## src/rtl/data_mem_defs.sv

```systemverilog
// Shared definitions for the data-memory controller: FSM encoding,
// default timeout depth and the value returned on a timed-out access.
package data_mem_defs;

   typedef enum logic [1:0] {
      IDLE   = 2'd0,
      ACCESS = 2'd1,
      DONE   = 2'd2
   } state_t;

   localparam int          TIMEOUT_DEFAULT = 16;
   localparam logic [31:0] DEAD_BEEF       = 32'hDEAD_BEEF;

   // A data access is word-aligned when the two byte-offset bits are zero.
   function automatic logic is_aligned(input logic [1:0] byte_off);
      return (byte_off == 2'b00);
   endfunction

endpackage

```

## src/rtl/wait_counter.sv

```systemverilog
// Saturating wait counter for the memory handshake. Counts enabled cycles
// from a synchronous clear and flags when it has reached TERMINAL.
module wait_counter #(
   parameter int TERMINAL = 15
) (
   input  logic clk_i,
   input  logic rst_i,
   input  logic clr_i,
   input  logic en_i,
   output logic tc_o
);

   localparam int             CW   = (TERMINAL > 1) ? $clog2(TERMINAL + 1) : 1;
   localparam logic [CW-1:0]  TERM = CW'(TERMINAL);

   logic [CW-1:0] r_count;

   // Clear wins over enable; counting stops at TERM so the value never wraps.
   always_ff @(posedge clk_i or negedge rst_i) begin
      if (!rst_i) begin
         r_count <= '0;
      end else if (clr_i) begin
         r_count <= '0;
      end else if (en_i && (r_count != TERM)) begin
         r_count <= r_count + 1'b1;
      end
   end

   assign tc_o = (r_count == TERM);

endmodule

```

## src/rtl/data_mem_ctrl.sv

```systemverilog
// Data-memory controller between a single-issue CPU and a slow data memory.
// A load/store stalls the CPU while a registered request is held toward the
// memory; completion (ack or timeout) is followed by one DONE cycle in which
// the CPU is released and no new access may start.
module data_mem_ctrl
   import data_mem_defs::*;
#(
   parameter int TIMEOUT = TIMEOUT_DEFAULT
) (
   input  logic        clk_i,
   input  logic        rst_i,
   input  logic [31:0] addr_i,
   input  logic [31:0] wdata_i,
   input  logic        MemRead_i,
   input  logic        MemWrite_i,
   output logic [31:0] rdata_o,
   output logic        stall_o,
   output logic        mem_req_o,
   output logic        mem_we_o,
   output logic [31:0] mem_addr_o,
   output logic [31:0] mem_wdata_o,
   input  logic        mem_ack_i,
   input  logic [31:0] mem_rdata_i,
   output logic        align_err_o,
   output logic        timeout_o
);

   state_t      r_state;
   logic        r_mem_req;
   logic        r_mem_we;
   logic [31:0] r_mem_addr;
   logic [31:0] r_mem_wdata;
   logic [31:0] r_rdata;
   logic        r_align_err;
   logic        r_timeout;

   logic        w_req;
   logic        w_aligned;
   logic        w_start;
   logic        w_in_access;
   logic        w_tc;

   assign w_req       = MemRead_i | MemWrite_i;
   assign w_aligned   = is_aligned(addr_i[1:0]);
   assign w_start     = (r_state == IDLE) && w_req && w_aligned;
   assign w_in_access = (r_state == ACCESS);

   // The stall must cover the request cycle itself, so it is decoded from the
   // live CPU request rather than registered; DONE releases the CPU.
   assign stall_o = w_start | w_in_access;

   // Counter is cleared on the edge that enters ACCESS and advances on every
   // ACCESS cycle that passes without an ack.
   wait_counter #(
      .TERMINAL (TIMEOUT - 1)
   ) u_wait_counter (
      .clk_i (clk_i),
      .rst_i (rst_i),
      .clr_i (w_start),
      .en_i  (w_in_access && !mem_ack_i),
      .tc_o  (w_tc)
   );

   // Controller FSM with all memory-side and CPU-side outputs registered.
   // NOTE: every assignment here is non-blocking so all registers update from
   // the same pre-edge values; a blocking write would leak into later reads.
   always_ff @(posedge clk_i or negedge rst_i) begin
      if (!rst_i) begin
         r_state     <= IDLE;
         r_mem_req   <= 1'b0;
         r_mem_we    <= 1'b0;
         r_mem_addr  <= '0;
         r_mem_wdata <= '0;
         r_rdata     <= '0;
         r_align_err <= 1'b0;
         r_timeout   <= 1'b0;
      end else begin
         r_align_err <= 1'b0;
         case (r_state)
            IDLE: begin
               if (w_req) begin
                  if (w_aligned) begin
                     r_mem_addr  <= addr_i;
                     r_mem_wdata <= wdata_i;
                     r_mem_we    <= MemWrite_i;
                     r_mem_req   <= 1'b1;
                     r_state     <= ACCESS;
                  end else begin
                     r_align_err <= 1'b1;
                     r_rdata     <= '0;
                  end
               end
            end
            ACCESS: begin
               if (mem_ack_i) begin
                  if (!r_mem_we) begin
                     r_rdata <= mem_rdata_i;
                  end
                  r_mem_req <= 1'b0;
                  r_state   <= DONE;
               end else if (w_tc) begin
                  r_timeout <= 1'b1;
                  r_rdata   <= DEAD_BEEF;
                  r_mem_req <= 1'b0;
                  r_state   <= DONE;
               end
            end
            DONE: begin
               r_state <= IDLE;
            end
            default: begin
               r_mem_req <= 1'b0;
               r_state   <= IDLE;
            end
         endcase
      end
   end

   assign rdata_o     = r_rdata;
   assign mem_req_o   = r_mem_req;
   assign mem_we_o    = r_mem_we;
   assign mem_addr_o  = r_mem_addr;
   assign mem_wdata_o = r_mem_wdata;
   assign align_err_o = r_align_err;
   assign timeout_o   = r_timeout;

endmodule

```

## config.mk

```make
export PLATFORM = sky130hd
export DESIGN_NAME = data_mem_ctrl
export DESIGN_NICKNAME = d
export VERILOG_FILES = /design/src/rtl/data_mem_defs.sv /design/src/rtl/wait_counter.sv /design/src/rtl/data_mem_ctrl.sv
export SDC_FILE = /design/constraint.sdc
export NUM_CORES = 1
export LEC_CHECK = 0
export ABC_CLOCK_PERIOD_IN_PS = 3350
export BUFFER_PORTS_ARGS = -buffer_cell sky130_fd_sc_hd__buf_2
export CORE_MARGIN = 2
export CORE_UTILIZATION = 40
export CTS_CLUSTER_SIZE = 12
export DETAILED_ROUTE_END_ITERATION = 10
export PLACE_DENSITY = 0.77
export SYNTH_ARGS = -nofsm -noshare
export SYNTH_HDL_FRONTEND = slang
export SYNTH_SLANG_ARGS = --single-unit
```

## constraint.sdc

```tcl
create_clock -name clk_i -period 3.35 [get_ports clk_i]
set_input_delay 0.67 -clock clk_i [delete_from_list [all_inputs] [get_ports clk_i]]
set_output_delay 0.67 -clock clk_i [all_outputs]
set_load 0.1 [all_outputs]
```

==> results of run 1 <==
==> synthesized netlist by cell type, drive strengths merged <==
cell type	number
a21o	1
inv	3
or2b	1
and2	3
o2111ai	1
nand2	4
ha	1
or2	2
a22o	1
o21ai	4
o31ai	24
nor4b	24
dfrtp	106
a31oi	1
nor3b	2
clkbuf	17
nor2b	1
a311oi	1
nor2	2
or3b	1
buf	10
or3	2
and3	2
a32o	8
a21oi	29
nor4	1
nand3	4
mux2	63
==> per-stage QoR <==
step                      hold slack, ns  utilization (%)  instance area (um^2)  std cells  setup WS, ns
after floorplan                    0.374                -                  4390        319         0.950
after global placement             0.442             50.9                  5500        639         0.940
after detailed placement           0.445             50.9                  5500        639         0.871
after CTS                          0.302             53.1                  5730        655         0.595
after global routing               0.310             53.1                  5730        655         0.407
final                              0.293             53.1                  5730        655         0.594
==> flip-flops by register name (all words and copies together), names as in the netlist <==
register / cells
align_err_o: 1
mem_addr_o: 32
mem_req_o: 1
mem_wdata_o: 32
mem_we_o: 1
r_state: 2
rdata_o: 32
timeout_o: 1
u_wait_counter.r_count: 4
==> layout make-up <==
type	instances	area [um^2]	area share, %
clock buffer	11	151	2.64
clock inverter	5	83.8	1.46
inverter	3	11.3	0.197
multi-input combinational	183	1580	27.5
sequential	106	2650	46.3
tap	140	175	3.06
timing repair buffer	207	1080	18.8
==> logic make-up (layout without fill, tap and decap cells) <==
kind of cell | count (synthesis) | in the layout
DFF | 106 | 106
and+or+nand+nor | 49 | 49
muxes | 63 | 63
adders and majority gates | 1 | 1
buffers and inverters | 30 | 226
AOI/OAI and AO/OA | 70 | 70
==> final timing paths <==
check,startpoint,endpoint,slack (ns),depth (start not counted)
worst max-delay path,r_state[0],stall_o,0.59,3
worst min-delay path,rst_i,mem_wdata_o[21],0.29,1
worst max register to register,r_state[0],rdata_o[17],1.13,3
worst min register to register,timeout_o,timeout_o,0.46,1
max in group asynchronous,rst_i,mem_wdata_o[30],2.31,2
min in group clk_i,timeout_o,timeout_o,0.46,1
==> worst max-delay path: stages (launching register included) <==
cell	delay [ns]
dfrtp_1	0.48
or2b_1	0.80
nand2_1	0.11
buf_2	0.33
==> layer usage <==
metal / track usage (%) / wire, um / up-vias
met5: 0 / 0 / -
met4: 6.41 / 181 / 0
met3: 3.23 / 624 / 14
met2: 31.4 / 5400 / 138
met1: 22.1 / 4320 / 1673
li1: - / - / 1565
==> layout by cell type, fill, tap and decap left out, drive strengths merged, types with 3 or more instances in the layout <==
| cell type | n |
|---|---|
| buf | 207 |
| dfrtp | 106 |
| mux2 | 63 |
| a21oi | 29 |
| o31ai | 24 |
| nor4b | 24 |
| clkbuf | 11 |
| a32o | 8 |
| nand2 | 4 |
| nand3 | 4 |
| o21ai | 4 |
| inv | 4 |
| and2 | 3 |
==> results.yml, run 1 <==
final_layout:
  fin_nets: 612
  areaGrowthSynthToFinish_pct: 30.4
  antenna_cells: 0
  drive_gt1_share_pct: 55.3
  fillers: 945
route:
  postRouteAntennaNets: 0
  wirelength_um: 10500
  via_count: 3390
  drt_iter0_markers: 240
  dr.pass1.iters: 4
  routedWlPerCell_um: 16.1
  drcViolationCount: 0
  vias_per_cell: 5.18
synthesis:
  synthCells: 319
  synth_area_leaders: "dfrtp_1, mux2_2, nor4b_1, o31ai_1, a21oi_1"
  synthMuxAreaShare_pct: 16.1
  synth_xor_area_share_pct: 0
  yosysUniqueCellTypes: 31
  synth_compound_area_share_pct: 10.6
  synth_fp_nets: 421
  synth_top_area_share_pct: 60.4
  synthAdderAreaFrac_pct: 0.285
  synth_area_um2: 4390
  syn-mean-instance-area_um2: 13.8
  synth_area_leader_cell: "dfrtp_1"
  synth_top_family_by_area: "multiplexers"
  synth-seq-cells: 106
  yosys.area_share.simple_pct: 8.60
  ys_seq_area_share_pct: 60.4
  ys_warn_count: 0
min_path:
  worst_hold_path_type: "in2async"
cts:
  cts-root-buf: "clkbuf_8"
  cts_setup_buffers: 0
  clk_pin_slew_ns: 0.10
  htreeDepth: 3
  cts_tree: "built"
  cts_buffers: 9
  ctsResizeCount: 0
  clk_path_buf_depth: 2
  cts_hold_buf: 0
  clock_latency_ns: 0.36
  clock-sinks: 106
grt:
  antenna_found_initial: 0
  grt-ovfl-total: 0
  grt_pass1_vias: 3373
  grt_max_degree: 63
  grt_pass1_wl_um: 16500
  grt_util_all_layers_pct: 17.9
timing:
  fin_crit_ns: 2.76
  maxSlewViolCount: 0
  fin_crit_sh_pct: 82.3
  max-slew-margin-rel_pct: 33.6
  setup_tns_ns: 0
  rsz0062_at_grt: "false"
  setup_viol: 0
  max_freq_mhz: 363
  hold_viol_final: 0
  skew_ns: 0.00871
  worstMarginPinSlew_ns: 0.996
die:
  start_util_pct: 40.7
  core_area_um2: 10800
  die_area_um2: 11800
  ios: 202
  die_y_um: 109
  fp.dieW_um: 109
  num_rows: 38
run:
  maxCapViolCount: 0
setup_path:
  crit_arrival_ns: 2.09
  cp-start-kind: "flip-flop"
  end_kind: "output pin"
  crit_required_ns: 2.68
  critPathKind: "reg2out"
  critPathMaxFanout: 27
placed_design:
  globalplace.congestion: 0.739
  io_buffers: 201
  dp_hpwl_um: 7590
run_status:
  status: "finished clean"
Power of run 1 is not shown: default switching activity piles up to over one toggle a cycle in this logic, so the estimate is an artifact.
==> inputs of run 2 (changes only) <==
--- a/config.mk
+++ b/config.mk
@@ -5,7 +5,7 @@
 export SDC_FILE = /design/constraint.sdc
 export NUM_CORES = 1
 export LEC_CHECK = 0
-export ABC_CLOCK_PERIOD_IN_PS = 3350
+export ABC_CLOCK_PERIOD_IN_PS = 2900
 export BUFFER_PORTS_ARGS = -buffer_cell sky130_fd_sc_hd__buf_2
 export CORE_MARGIN = 2
 export CORE_UTILIZATION = 40
==> constraint.sdc (replaced) <==
create_clock -name clk_i -period 2.9 [get_ports clk_i]
set_input_delay 0.58 -clock clk_i [delete_from_list [all_inputs] [get_ports clk_i]]
set_output_delay 0.58 -clock clk_i [all_outputs]
set_load 0.1 [all_outputs]
==> results.yml, run 2 (synthesis results as in run 1) <==
timing:
  worstMarginPinSlew_ns: 0.640
  max_freq_mhz: 401
  skew_ns: 0.0120
  rsz0062_at_grt: "false"
  hold_viol_final: 0
  fin_crit_sh_pct: 86.1
  max-slew-margin-rel_pct: 57.1
  setup_tns_ns: 0
  setup_viol: 0
  maxSlewViolCount: 0
  fin_crit_ns: 2.50
setup_path:
  critPathKind: "reg2out"
  crit_start: "r_state[0]"
  crit_arrival_ns: 1.92
  critPathMaxFanout: 7
  endpoint: "stall_o"
  crit_required_ns: 2.32
  cp-start-kind: "flip-flop"
  r2r_end: "rdata_o[20]"
  r2r_cells: 4
  worstReg2RegStart: "r_state[0]"
  regToRegSetupSlack_ns: 0.86
  end_kind: "output pin"
die:
  ios: 202
  start_util_pct: 40.7
  die_area_um2: 11800
  fp.dieW_um: 109
  num_rows: 38
  core_area_um2: 10800
  die_y_um: 109
final_layout:
  final_cell_mix: "buf_2, dfrtp_1, mux2_2"
  antenna_cells: 0
  fin_nets: 614
  drive_gt1_share_pct: 55.3
  areaGrowthSynthToFinish_pct: 29.8
  final_common_cell: "buf_2"
  finish.instance_area_um2: 5700
cts:
  cts_hold_buf: 0
  cts_buffers: 9
  cts_setup_buffers: 0
  cts_tree: "built"
  clock-sinks: 106
  clk_pin_slew_ns: 0.10
  htreeDepth: 3
  ctsResizeCount: 0
  clock_latency_ns: 0.36
  clk_path_buf_depth: 2
  cts-root-buf: "clkbuf_8"
grt:
  grt-ovfl-total: 0
  grt_pass1_wl_um: 16800
  antenna_found_initial: 0
  grt_pass1_vias: 3425
  grt_max_degree: 66
  grt_util_all_layers_pct: 18.2
route:
  dr.pass1.iters: 4
  drt_iter0_markers: 192
  drcViolationCount: 0
  routedWlPerCell_um: 16.4
  vias_per_cell: 5.20
  via_count: 3419
  postRouteAntennaNets: 0
  wirelength_um: 10800
min_path:
  worst_hold_path_type: "in2async"
placed_design:
  dpl_cell_area_um2: 5520
  dp_hpwl_um: 7760
  io_buffers: 201
  globalplace.congestion: 0.771
run:
  maxCapViolCount: 0
run_status:
  status: "finished clean"
==> run 2: cell types whose count changed in the layout (fill, tap and decap cells not counted) <==
cell	change
clkinv_2	+1
bufinv_16	-2
clkbuf_8	-1
inv_6	+1
buf_12	+1
buf_4	+1
clkbuf_1	+1
==> run 2: per-layer routing <==
metal / routed length [um] / part of all wire [%] / track usage (%)
met4: 131 / 1.2 / 4.76
met1: 4400 / 41 / 22.2
met2: 5680 / 53 / 32.6
met3: 587 / 5.4 / 4.06
met5: 0 / 0 / 0
==> run 2: worst max-delay path, cell delays in order, from the launching register on <==
cell and delay (ns):
dfrtp_1 0.49, nor4_4 0.39, nand2_1 0.16, nand2_1 0.10, buf_2 0.42
==> run 2: cell type report <==
class                      count  area [um^2]
inverter                       3         11.3
clock buffer                  11          141
multi-input combinational    183         1580
fill                         952         5090
tap                          140          175
clock inverter                 5         37.5
timing repair buffer         209         1110
sequential                   106         2650
==> run 2: how the worst min path moves through the flow <==
stage,from,end,depth (start not counted)
final,rst_i,mem_wdata_o[21],1
after floorplan,rst_i,align_err_o,0
after CTS,rst_i,mem_wdata_o[21],1
after detailed placement,timeout_o,timeout_o,1
after global routing,rst_i,mem_wdata_o[21],1
after global placement,timeout_o,timeout_o,1
==> run 2: through the flow <==
stage,util [%],instances,hold slack [ns],setup slack [ns]
3_3_place_gp,51.2,641,0.437,0.674
5_1_grt,52.8,657,0.218,0.237
2_1_floorplan,-,319,0.284,0.658
4_1_cts,52.8,657,0.216,0.403
6_report,52.8,657,0.214,0.404
3_5_place_dp,51.2,641,0.441,0.648
Power of run 2 is left out for the same reason.
